File: src/rtl/mem_map_pkg.sv
// ============================================================================
//  Module      : mem_map_pkg
//  Description : CPU memory map. Defines the region and bridge-state types,
//                the base/limit address of each region and the value returned
//                by reads that hit no region.
//  Revision    : 1.0  initial release
// ============================================================================
`default_nettype none

package mem_map_pkg;

  typedef enum logic [1:0] {
    REG_RAM      = 2'd0,
    REG_IO       = 2'd1,
    REG_ROM      = 2'd2,
    REG_UNMAPPED = 2'd3
  } region_e;

  typedef enum logic [1:0] {
    ST_IDLE     = 2'd0,
    ST_MEM_WAIT = 2'd1,
    ST_IO_WAIT  = 2'd2,
    ST_RESP     = 2'd3
  } bridge_state_e;

  localparam logic [15:0] RAM_BASE  = 16'h0000;
  localparam logic [15:0] RAM_LIMIT = 16'h7FFF;
  localparam logic [15:0] IO_BASE   = 16'h8000;
  localparam logic [15:0] IO_LIMIT  = 16'h80FF;
  localparam logic [15:0] ROM_BASE  = 16'hE000;
  localparam logic [15:0] ROM_LIMIT = 16'hFFFF;

  localparam logic [7:0] UNMAPPED_READ_VALUE = 8'hFF;

  // Inclusive range test shared by every address decoder.
  function automatic logic in_range(input logic [15:0] addr,
                                    input logic [15:0] base,
                                    input logic [15:0] limit);
    return (addr >= base) && (addr <= limit);
  endfunction

endpackage : mem_map_pkg

`default_nettype wire

File: src/rtl/mem_region_decoder.sv
// ============================================================================
//  Module      : mem_region_decoder
//  Description : Combinational 16-bit address to memory-region decode.
//                Usable by any bus master (CPU bridge, DMA, debug).
//  Ports       : addr_i   [15:0] address to classify
//                region_o        region_e of addr_i
//  Revision    : 1.0  initial release
// ============================================================================
`default_nettype none

module mem_region_decoder
  import mem_map_pkg::*;
(
  input  logic [15:0] addr_i,
  output region_e     region_o
);

  always_comb begin
    region_o = REG_UNMAPPED;
    if (in_range(addr_i, RAM_BASE, RAM_LIMIT)) begin
      region_o = REG_RAM;
    end else if (in_range(addr_i, IO_BASE, IO_LIMIT)) begin
      region_o = REG_IO;
    end else if (in_range(addr_i, ROM_BASE, ROM_LIMIT)) begin
      region_o = REG_ROM;
    end
  end

endmodule : mem_region_decoder

`default_nettype wire

File: src/rtl/cpu_memory_bridge.sv
// ============================================================================
//  Module      : cpu_memory_bridge
//  Description : Single-beat CPU bus controller. Decodes the request address
//                into RAM / IO / ROM / unmapped, drives the BSRAM macros and
//                the I/O page, generates all wait states and returns a
//                one-cycle cpu_ready (with bus_error on faulted accesses).
//  Ports       : clk, rst_n             clock, async active-low reset
//                cpu_*                  CPU request / response
//                ram_*                  RAM macro (RAM_AW address bits)
//                rom_*                  ROM macro (ROM_AW address bits)
//                io_*                   I/O peripheral page handshake
//                bus_error              error flag, coincident with cpu_ready
//  Revision    : 1.0  initial release
// ============================================================================
`default_nettype none

module cpu_memory_bridge
  import mem_map_pkg::*;
#(
  parameter int unsigned RAM_AW      = 13,
  parameter int unsigned ROM_AW      = 13,
  parameter int unsigned MEM_LATENCY = 1,
  parameter int unsigned IO_TIMEOUT  = 15
) (
  input  logic              clk,
  input  logic              rst_n,
  input  logic [15:0]       cpu_addr,
  input  logic [7:0]        cpu_wdata,
  input  logic              cpu_read,
  input  logic              cpu_write,
  output logic [7:0]        cpu_rdata,
  output logic              cpu_ready,
  output logic [RAM_AW-1:0] ram_addr,
  output logic              ram_ce,
  output logic              ram_we,
  output logic [7:0]        ram_wdata,
  input  logic [7:0]        ram_rdata,
  output logic [ROM_AW-1:0] rom_addr,
  output logic              rom_ce,
  input  logic [7:0]        rom_rdata,
  output logic              io_sel,
  output logic [7:0]        io_addr,
  output logic              io_we,
  output logic [7:0]        io_wdata,
  input  logic [7:0]        io_rdata,
  input  logic              io_ack,
  output logic              bus_error
);

  localparam logic [1:0] LAT_INIT = 2'(MEM_LATENCY);
  localparam logic [7:0] TO_INIT  = 8'(IO_TIMEOUT);

  bridge_state_e state_q;
  logic [15:0]   addr_q;
  logic [7:0]    wdata_q;
  logic          we_q;
  logic          collide_q;
  logic [1:0]    lat_cnt_q;
  logic [7:0]    to_cnt_q;
  logic [7:0]    rdata_q;
  logic          ready_q;
  logic          err_q;
  logic          ram_ce_q;
  logic          ram_we_q;
  logic          rom_ce_q;
  logic          io_sel_q;
  logic          io_we_q;

  region_e req_region;
  region_e lat_region;

  // The branch out of IDLE needs the region of the incoming address in the
  // same cycle; later states use the region of the latched address.
  mem_region_decoder u_req_decode (
    .addr_i   (cpu_addr),
    .region_o (req_region)
  );

  mem_region_decoder u_lat_decode (
    .addr_i   (addr_q),
    .region_o (lat_region)
  );

  always_ff @(posedge clk or negedge rst_n) begin
    if (!rst_n) begin
      state_q   <= ST_IDLE;
      addr_q    <= '0;
      wdata_q   <= '0;
      we_q      <= 1'b0;
      collide_q <= 1'b0;
      lat_cnt_q <= '0;
      to_cnt_q  <= '0;
      rdata_q   <= '0;
      ready_q   <= 1'b0;
      err_q     <= 1'b0;
      ram_ce_q  <= 1'b0;
      ram_we_q  <= 1'b0;
      rom_ce_q  <= 1'b0;
      io_sel_q  <= 1'b0;
      io_we_q   <= 1'b0;
    end else begin
      // Strobes and the response are single-cycle pulses by default.
      ram_ce_q <= 1'b0;
      ram_we_q <= 1'b0;
      rom_ce_q <= 1'b0;
      ready_q  <= 1'b0;
      err_q    <= 1'b0;
      case (state_q)
        ST_IDLE: begin
          if (cpu_read || cpu_write) begin
            // Read+write collision is executed as a write and flagged.
            addr_q    <= cpu_addr;
            wdata_q   <= cpu_wdata;
            we_q      <= cpu_write;
            collide_q <= cpu_read && cpu_write;
            lat_cnt_q <= LAT_INIT;
            to_cnt_q  <= TO_INIT;
            case (req_region)
              REG_RAM: begin
                ram_ce_q <= 1'b1;
                ram_we_q <= cpu_write;
                state_q  <= ST_MEM_WAIT;
              end
              REG_ROM: begin
                if (cpu_write) begin
                  // ROM is never strobed for a write; answer with an error.
                  ready_q <= 1'b1;
                  err_q   <= 1'b1;
                  state_q <= ST_RESP;
                end else begin
                  rom_ce_q <= 1'b1;
                  state_q  <= ST_MEM_WAIT;
                end
              end
              REG_IO: begin
                io_sel_q <= 1'b1;
                io_we_q  <= cpu_write;
                state_q  <= ST_IO_WAIT;
              end
              default: begin
                if (!cpu_write) begin
                  rdata_q <= UNMAPPED_READ_VALUE;
                end
                ready_q <= 1'b1;
                err_q   <= 1'b1;
                state_q <= ST_RESP;
              end
            endcase
          end
        end

        ST_MEM_WAIT: begin
          if (we_q) begin
            ready_q <= 1'b1;
            err_q   <= collide_q;
            state_q <= ST_RESP;
          end else if (lat_cnt_q == 2'd0) begin
            rdata_q <= (lat_region == REG_ROM) ? rom_rdata : ram_rdata;
            ready_q <= 1'b1;
            state_q <= ST_RESP;
          end else begin
            lat_cnt_q <= lat_cnt_q - 2'd1;
          end
        end

        ST_IO_WAIT: begin
          // An ack in the same cycle the counter expires still wins.
          if (io_ack) begin
            if (!we_q) begin
              rdata_q <= io_rdata;
            end
            io_sel_q <= 1'b0;
            io_we_q  <= 1'b0;
            ready_q  <= 1'b1;
            err_q    <= collide_q;
            state_q  <= ST_RESP;
          end else if (to_cnt_q == 8'd0) begin
            if (!we_q) begin
              rdata_q <= UNMAPPED_READ_VALUE;
            end
            io_sel_q <= 1'b0;
            io_we_q  <= 1'b0;
            ready_q  <= 1'b1;
            err_q    <= 1'b1;
            state_q  <= ST_RESP;
          end else begin
            to_cnt_q <= to_cnt_q - 8'd1;
          end
        end

        default: begin
          // ST_RESP: ready is high this cycle; requests are not sampled.
          state_q <= ST_IDLE;
        end
      endcase
    end
  end

  assign cpu_rdata = rdata_q;
  assign cpu_ready = ready_q;
  assign bus_error = err_q;
  assign ram_addr  = addr_q[RAM_AW-1:0];
  assign ram_ce    = ram_ce_q;
  assign ram_we    = ram_we_q;
  assign ram_wdata = wdata_q;
  assign rom_addr  = addr_q[ROM_AW-1:0];
  assign rom_ce    = rom_ce_q;
  assign io_sel    = io_sel_q;
  assign io_addr   = addr_q[7:0];
  assign io_we     = io_we_q;
  assign io_wdata  = wdata_q;

endmodule : cpu_memory_bridge

`default_nettype wire
File: config.mk
export PLATFORM = sky130hd
export DESIGN_NAME = cpu_memory_bridge
export DESIGN_NICKNAME = d
export VERILOG_FILES = /design/src/rtl/mem_map_pkg.sv /design/src/rtl/mem_region_decoder.sv /design/src/rtl/cpu_memory_bridge.sv
export SDC_FILE = /design/constraint.sdc
export NUM_CORES = 1
export LEC_CHECK = 0
export BUFFER_PORTS_ARGS = -buffer_cell sky130_fd_sc_hd__buf_2
export CORE_MARGIN = 3
export CORE_UTILIZATION = 35
export CTS_CLUSTER_DIAMETER = 30
export DETAILED_ROUTE_END_ITERATION = 8
export PLACE_DENSITY = 0.71
export SYNTH_ARGS = -nofsm -noshare
export SYNTH_HDL_FRONTEND = slang
export SYNTH_HIERARCHICAL = 1
export SYNTH_SLANG_ARGS = --single-unit
File: constraint.sdc
create_clock -name clk -period 2.4 [get_ports clk]
set_input_delay 0.6 -clock clk [delete_from_list [all_inputs] [get_ports clk]]
set_output_delay 0.6 -clock clk [all_outputs]
set_load 0.03 [all_outputs]
; ---- Word level (Yosys, flattened, before mapping)
; Index checks and enable logic that the tools add are counted.
[op_classes]
n_addsub = 2
n_lt_le_gt_ge = 12
eq_ne = 17
muxes = 62
n_reduce_logical = 23
[ops]
columns = op, n
row1 = 8-bit two-way mux, 13
row2 = "16-bit greater-or-equal comparator, second input constant", 4
row3 = "16-bit less-or-equal comparator, second input constant", 4
row4 = "16-bit by 1-bit greater-or-equal comparator with 1-bit output, second input constant", 2
row5 = "16-bit by 15-bit less-or-equal comparator with 1-bit output, second input constant", 2
row6 = 1-bit two-way mux, 26
row7 = 2-bit two-way mux, 13
row8 = 8-bit case mux with 3 select lines, 1
row9 = "2-bit != test, second input constant", 9
row10 = 8-bit case mux with 2 select lines, 1
row11 = 2-bit case mux with 3 select lines, 2
row12 = 4-bit AND reduction, 3
row13 = 8-bit logical NOT, 1
row14 = 8-bit AND reduction, 1
row15 = "8-bit by 1-bit subtractor with 8-bit output, second input constant", 1
row16 = 1-bit logical AND, 7
row17 = "2-bit == test, second input constant", 3
row18 = 2-bit logical NOT, 3
row19 = "3-bit != test, second input constant", 2
row20 = 1-bit case mux with 2 select lines, 3
row21 = 1-bit case mux with 3 select lines, 2
row22 = "2-bit by 1-bit == test with 1-bit output, second input constant", 2
row23 = 2-bit case mux with 2 select lines, 1
row24 = 2-bit nonzero test, 2
row25 = 8 further kinds, 8
[word_totals]
register_bits = 53
input_bits = 53
out_inout_bits = 65

; ---- Logic depth before layout (Yosys ltp)
[depth]
ltp_word = 10
mapped_depth = 9
depth_no_buf = 7

; ---- Cells and area by module
; The synthesis kept the hierarchy.
[modules_own_cells]
columns = module, instances, cells_each, area_per_inst_um2, seq_area_each_um2
row1 = cpu_memory_bridge, 1, 335, 2964.1, 1326.3
row2 = mem_region_decoder (u_req_decode), 1, 4, 32.5, 0.0
row3 = mem_region_decoder (u_lat_decode), 1, 4, 26.3, 0.0

; ---- Worst setup path after synthesis
; Ideal clock, no wire load.
[synth_timing]
path_kind = input port to flip-flop
startpoint = input cpu_write
endpoint = register rdata_q[0], in the netlist cpu_rdata[0]
setup_ps = 125
t_arrival_ps = 1900
path_slack_ps = 375
cell_stages = 6
path_buffers = 2
cell_sequence = buf_2 > or3b_2 > buf_4 > nand2_4 > nand4b_4 > mux2_2
[synth_via]
elab_chain_cells = 3
[synth_lines]
columns = element, line
row1 = start: declaration, cpu_memory_bridge.sv:30  ; input logic cpu_write,
row2 = 1-bit logical OR, cpu_memory_bridge.sv:110  ; if (cpu_read || cpu_write) begin
row3 = 2-bit != test (no source line), --
row4 = 8-bit AND reduction (no source line) *, --
row5 = end signal: assignment, cpu_memory_bridge.sv:158  ; rdata_q <= (lat_region == REG_ROM) ? rom_rdata : ram_rdata;
row6 = end signal: assignment, cpu_memory_bridge.sv:170  ; rdata_q <= io_rdata;
row7 = end: declaration, cpu_memory_bridge.sv:60  ; logic [7:0] rdata_q;
; Mark *: on every way between the ends. The rest lies on a longest branch, timed or not.
; A chain may end at the register's enable or synchronous reset.

; ---- Worst setup path in the final report
[layout_timing]
startpoint = register to_cnt_q[0]
endpoint = register rdata_q[6], in the netlist cpu_rdata[6]
[layout_via]
elab_chain_cells = 3
[layout_lines]
columns = element, line
row1 = start: declaration, cpu_memory_bridge.sv:59  ; logic [7:0] to_cnt_q;
row2 = start signal: assignment, cpu_memory_bridge.sv:187  ; to_cnt_q <= to_cnt_q - 8'd1;
row3 = 8-bit logical NOT, cpu_memory_bridge.sv:177  ; end else if (to_cnt_q == 8'd0) begin
row4 = 3-bit != test (no source line), --
row5 = 8-bit AND reduction (no source line), --
; No other way between the ends.

==> metrics.cfg <==
[run_status]
outcome = finished clean

[synth]
syn_nets = 403
ys_ff_latch = 53
syn_area_per_cell_um2 = 8.81
async_flop_share_pct = 100
synth_top_area_share_pct = 43.9
synthCells = 343
netlist_top_cells_count = 96 x nand2_1, 53 x dfrtp_1, 43 x buf_4
seq_area_frac_synth_pct = 43.9
yosysMostFrequentCell = nand2_1
synth_edf_count = 0
ys_top_cells_by_area = dfrtp_1 44%, nand2_1 12%, buf_4 11%, mux2_2 6.7%, o21ai_0 3.1%
synth_cell_types = 36
synth_largest_area_cell = dfrtp_1
synth_ff_type = dfrtp_1
synth_warnings = 6
syn_area_um2 = 3020

[critical_path]
rrSetupSlack_ns = 0.32
crit_path_start_kind = register
timing.rr.start = to_cnt_q[0]$_DFFE_PN0P_
r2r_cells = 7
reg2reg_to = cpu_rdata[6]$_DFFE_PN0P_
crit_fanout = 9
arrival_ns = 2.28
crit_required_ns = 2.60
crit_path_end_kind = register
crit_type = reg2reg

[floorplan]
core_area_um2 = 8300
start_util_pct = 36.4
rows = 33
ioPinCount = 118
die_x_um = 98.9
fp.dieArea_um2 = 9790
die_y_um = 98.9

[clocking]
htreeDepth = 2
cts.sinks = 53
cts_buffer_depth = 2
clk_latency_ns = 0.31
cts-buffers-inserted = 5
tritoncts = yes
hold_buffers = 0
cts_root_buf = clkbuf_8
clkTransAtPathRegs_ns = 0.11

[timing]
fin_skew_ns = 0.00828
finalSetupViolations = 0
tns_ns = 0
hold_viol = 0
fin_ws_ns = 0.321
worst_pin_slew_ns = 0.488
fin_crit_sh_pct = 86.6
fin_crit_ns = 2.08
maxSlewViolCount = 0
slew_headroom_pct = 67.3
max_freq_ghz = 0.481
rsz0062_at_grt = no
hold_ws_ns = 0.257

[place]
place_congestion = 0.903
pre_cts_slack_ns = 0.154
io_buffers = 117
hpwl_um = 5320

[grt]
antenna_found_initial = 0
grt_pass1_wl_um = 11400
grt_use_total_pct = 14.1
grt_max_degree = 54
grt_pass1_vias = 2413
grt_remaining_overflow = 0

[power]
peakVddDrop_mv = 0.539
total_power_w = 0.00532
p_leak_nw = 1.82
cellPowerDensity_nw_per_um2 = 1510

[route]
drc = 0
vias = 2502
wl_per_cell_um = 13.2
routed_via_density = 4.77
wl_um = 6950
antenna_left = 0
drtPass1Iterations = 4
first_iter_violations = 143

[cells_and_area]
nets = 479
drive_gt1_share_pct = 38.3
fillers = 842
utilization_pct = 42.5
area_growth_pct = 16.8
num_antenna_cells = 0

[job]
max_cap_violations = 0

[worst_hold_path]
hold_class = in2async

[kinds of logic after synthesis]
group                    Yosys count  share of synthesized area, %
AO/OA/AOI/OAI                     47                          9.02
XOR/XNOR                           5                          1.45
adder cells (fa/ha/maj)            7                          2.90
buffers and inverters             64                          13.7
flip-flops                        53                          43.9
multiplexers                      18                          6.71
AND/OR/NAND/NOR                  149                          22.3
[repair_timing]
action,4_1_cts,5_1_grt
endpoints found under the setup margin,0,1
setup buffers,0,0
gates resized for setup,0,1
[power breakdown]
| group | internal, W | switching (W) |
|---|---|---|
| clock network | 0.000213 | 0.000322 |
| registers | 0.00127 | 0.000266 |
| logic | 0.00108 | 0.00218 |
[routing by layer]
| metal | share of wire [%] | GRT usage (%) | wire length (µm) |
|---|---|---|---|
| met2 | 48 | 24.6 | 3360 |
| met5 | 0 | 0 | 0 |
| met1 | 44 | 17.7 | 3060 |
| met4 | 0.68 | 3.15 | 47 |
| met3 | 7.0 | 3.11 | 486 |
[final cells by class]
| type | count | area [µm²] | area share, % |
|---|---|---|---|
| Sequential cell | 53 | 1330 | 37.6 |
| Timing Repair Buffer | 125 | 658 | 18.6 |
| Tap cell | 105 | 131 | 3.72 |
| Clock inverter | 3 | 26.3 | 0.744 |
| Multi-Input combinational cell | 226 | 1290 | 36.5 |
| Inverter | 8 | 30.0 | 0.850 |
| Clock buffer | 5 | 68.8 | 1.95 |
[critical path, stage by stage (launching register included)]
cell and delay, ns:
dfrtp_1 0.42, inv_1 0.13, ha_1 0.18, nor3b_1 0.23, a21bo_1 0.34, nand2_4 0.07
nand4b_4 0.28, mux2_2 0.33
[registers in the layout, summed over array words and instances, names as in the netlist]
name       count
addr_q        16
bus_error      1
collide_q      1
cpu_rdata      8
cpu_ready      1
io_sel         1
io_wdata       8
io_we          1
lat_cnt_q      2
ram_ce         1
ram_we         1
rom_ce         1
state_q        2
to_cnt_q       8
we_q           1
[worst max-delay path by stage]
stage / startpoint / endpoint / cells past startpoint
5_1_grt: to_cnt_q[0]$_DFFE_PN0P_ / cpu_rdata[6]$_DFFE_PN0P_ / 7
2_1_floorplan: cpu_write / cpu_rdata[0]$_DFFE_PN0P_ / 6
3_3_place_gp: cpu_write / cpu_rdata[2]$_DFFE_PN0P_ / 5
4_1_cts: addr_q[12]$_DFFE_PN0P_ / cpu_rdata[6]$_DFFE_PN0P_ / 7
6_report: to_cnt_q[0]$_DFFE_PN0P_ / cpu_rdata[6]$_DFFE_PN0P_ / 7
3_5_place_dp: addr_q[12]$_DFFE_PN0P_ / cpu_rdata[6]$_DFFE_PN0P_ / 7
[placed cells by master (no fill, tap or decap), types with 2 or more instances in the layout]
cell        netlist  routed
a21boi_0          2       2
a21boi_1          2       2
a21oi_1          14      14
a22o_1            2       2
a22oi_1           2       2
a31oi_1           2       2
buf_2             5     117
buf_4            43       7
clkbuf_8          0       5
clkinvlp_4        0       2
dfrtp_1          53      53
ha_1              7       7
inv_1             8       8
mux2_2           18      18
nand2_1          96      96
nand2b_1          3       3
nand3_1          13      13
nor2_1           18      17
nor3_1            6       6
nor3b_1           2       2
o21ai_0          19      18
xnor2_1           5       5
[through the flow]
stage | cells | area (µm²)
after floorplan | 343 | 3020
after global placement | 517 | 3430
after detailed placement | 517 | 3430
after CTS | 525 | 3530
after global routing | 525 | 3530
final | 525 | 3530
Note: power is estimated with default switching activity, not from simulation.
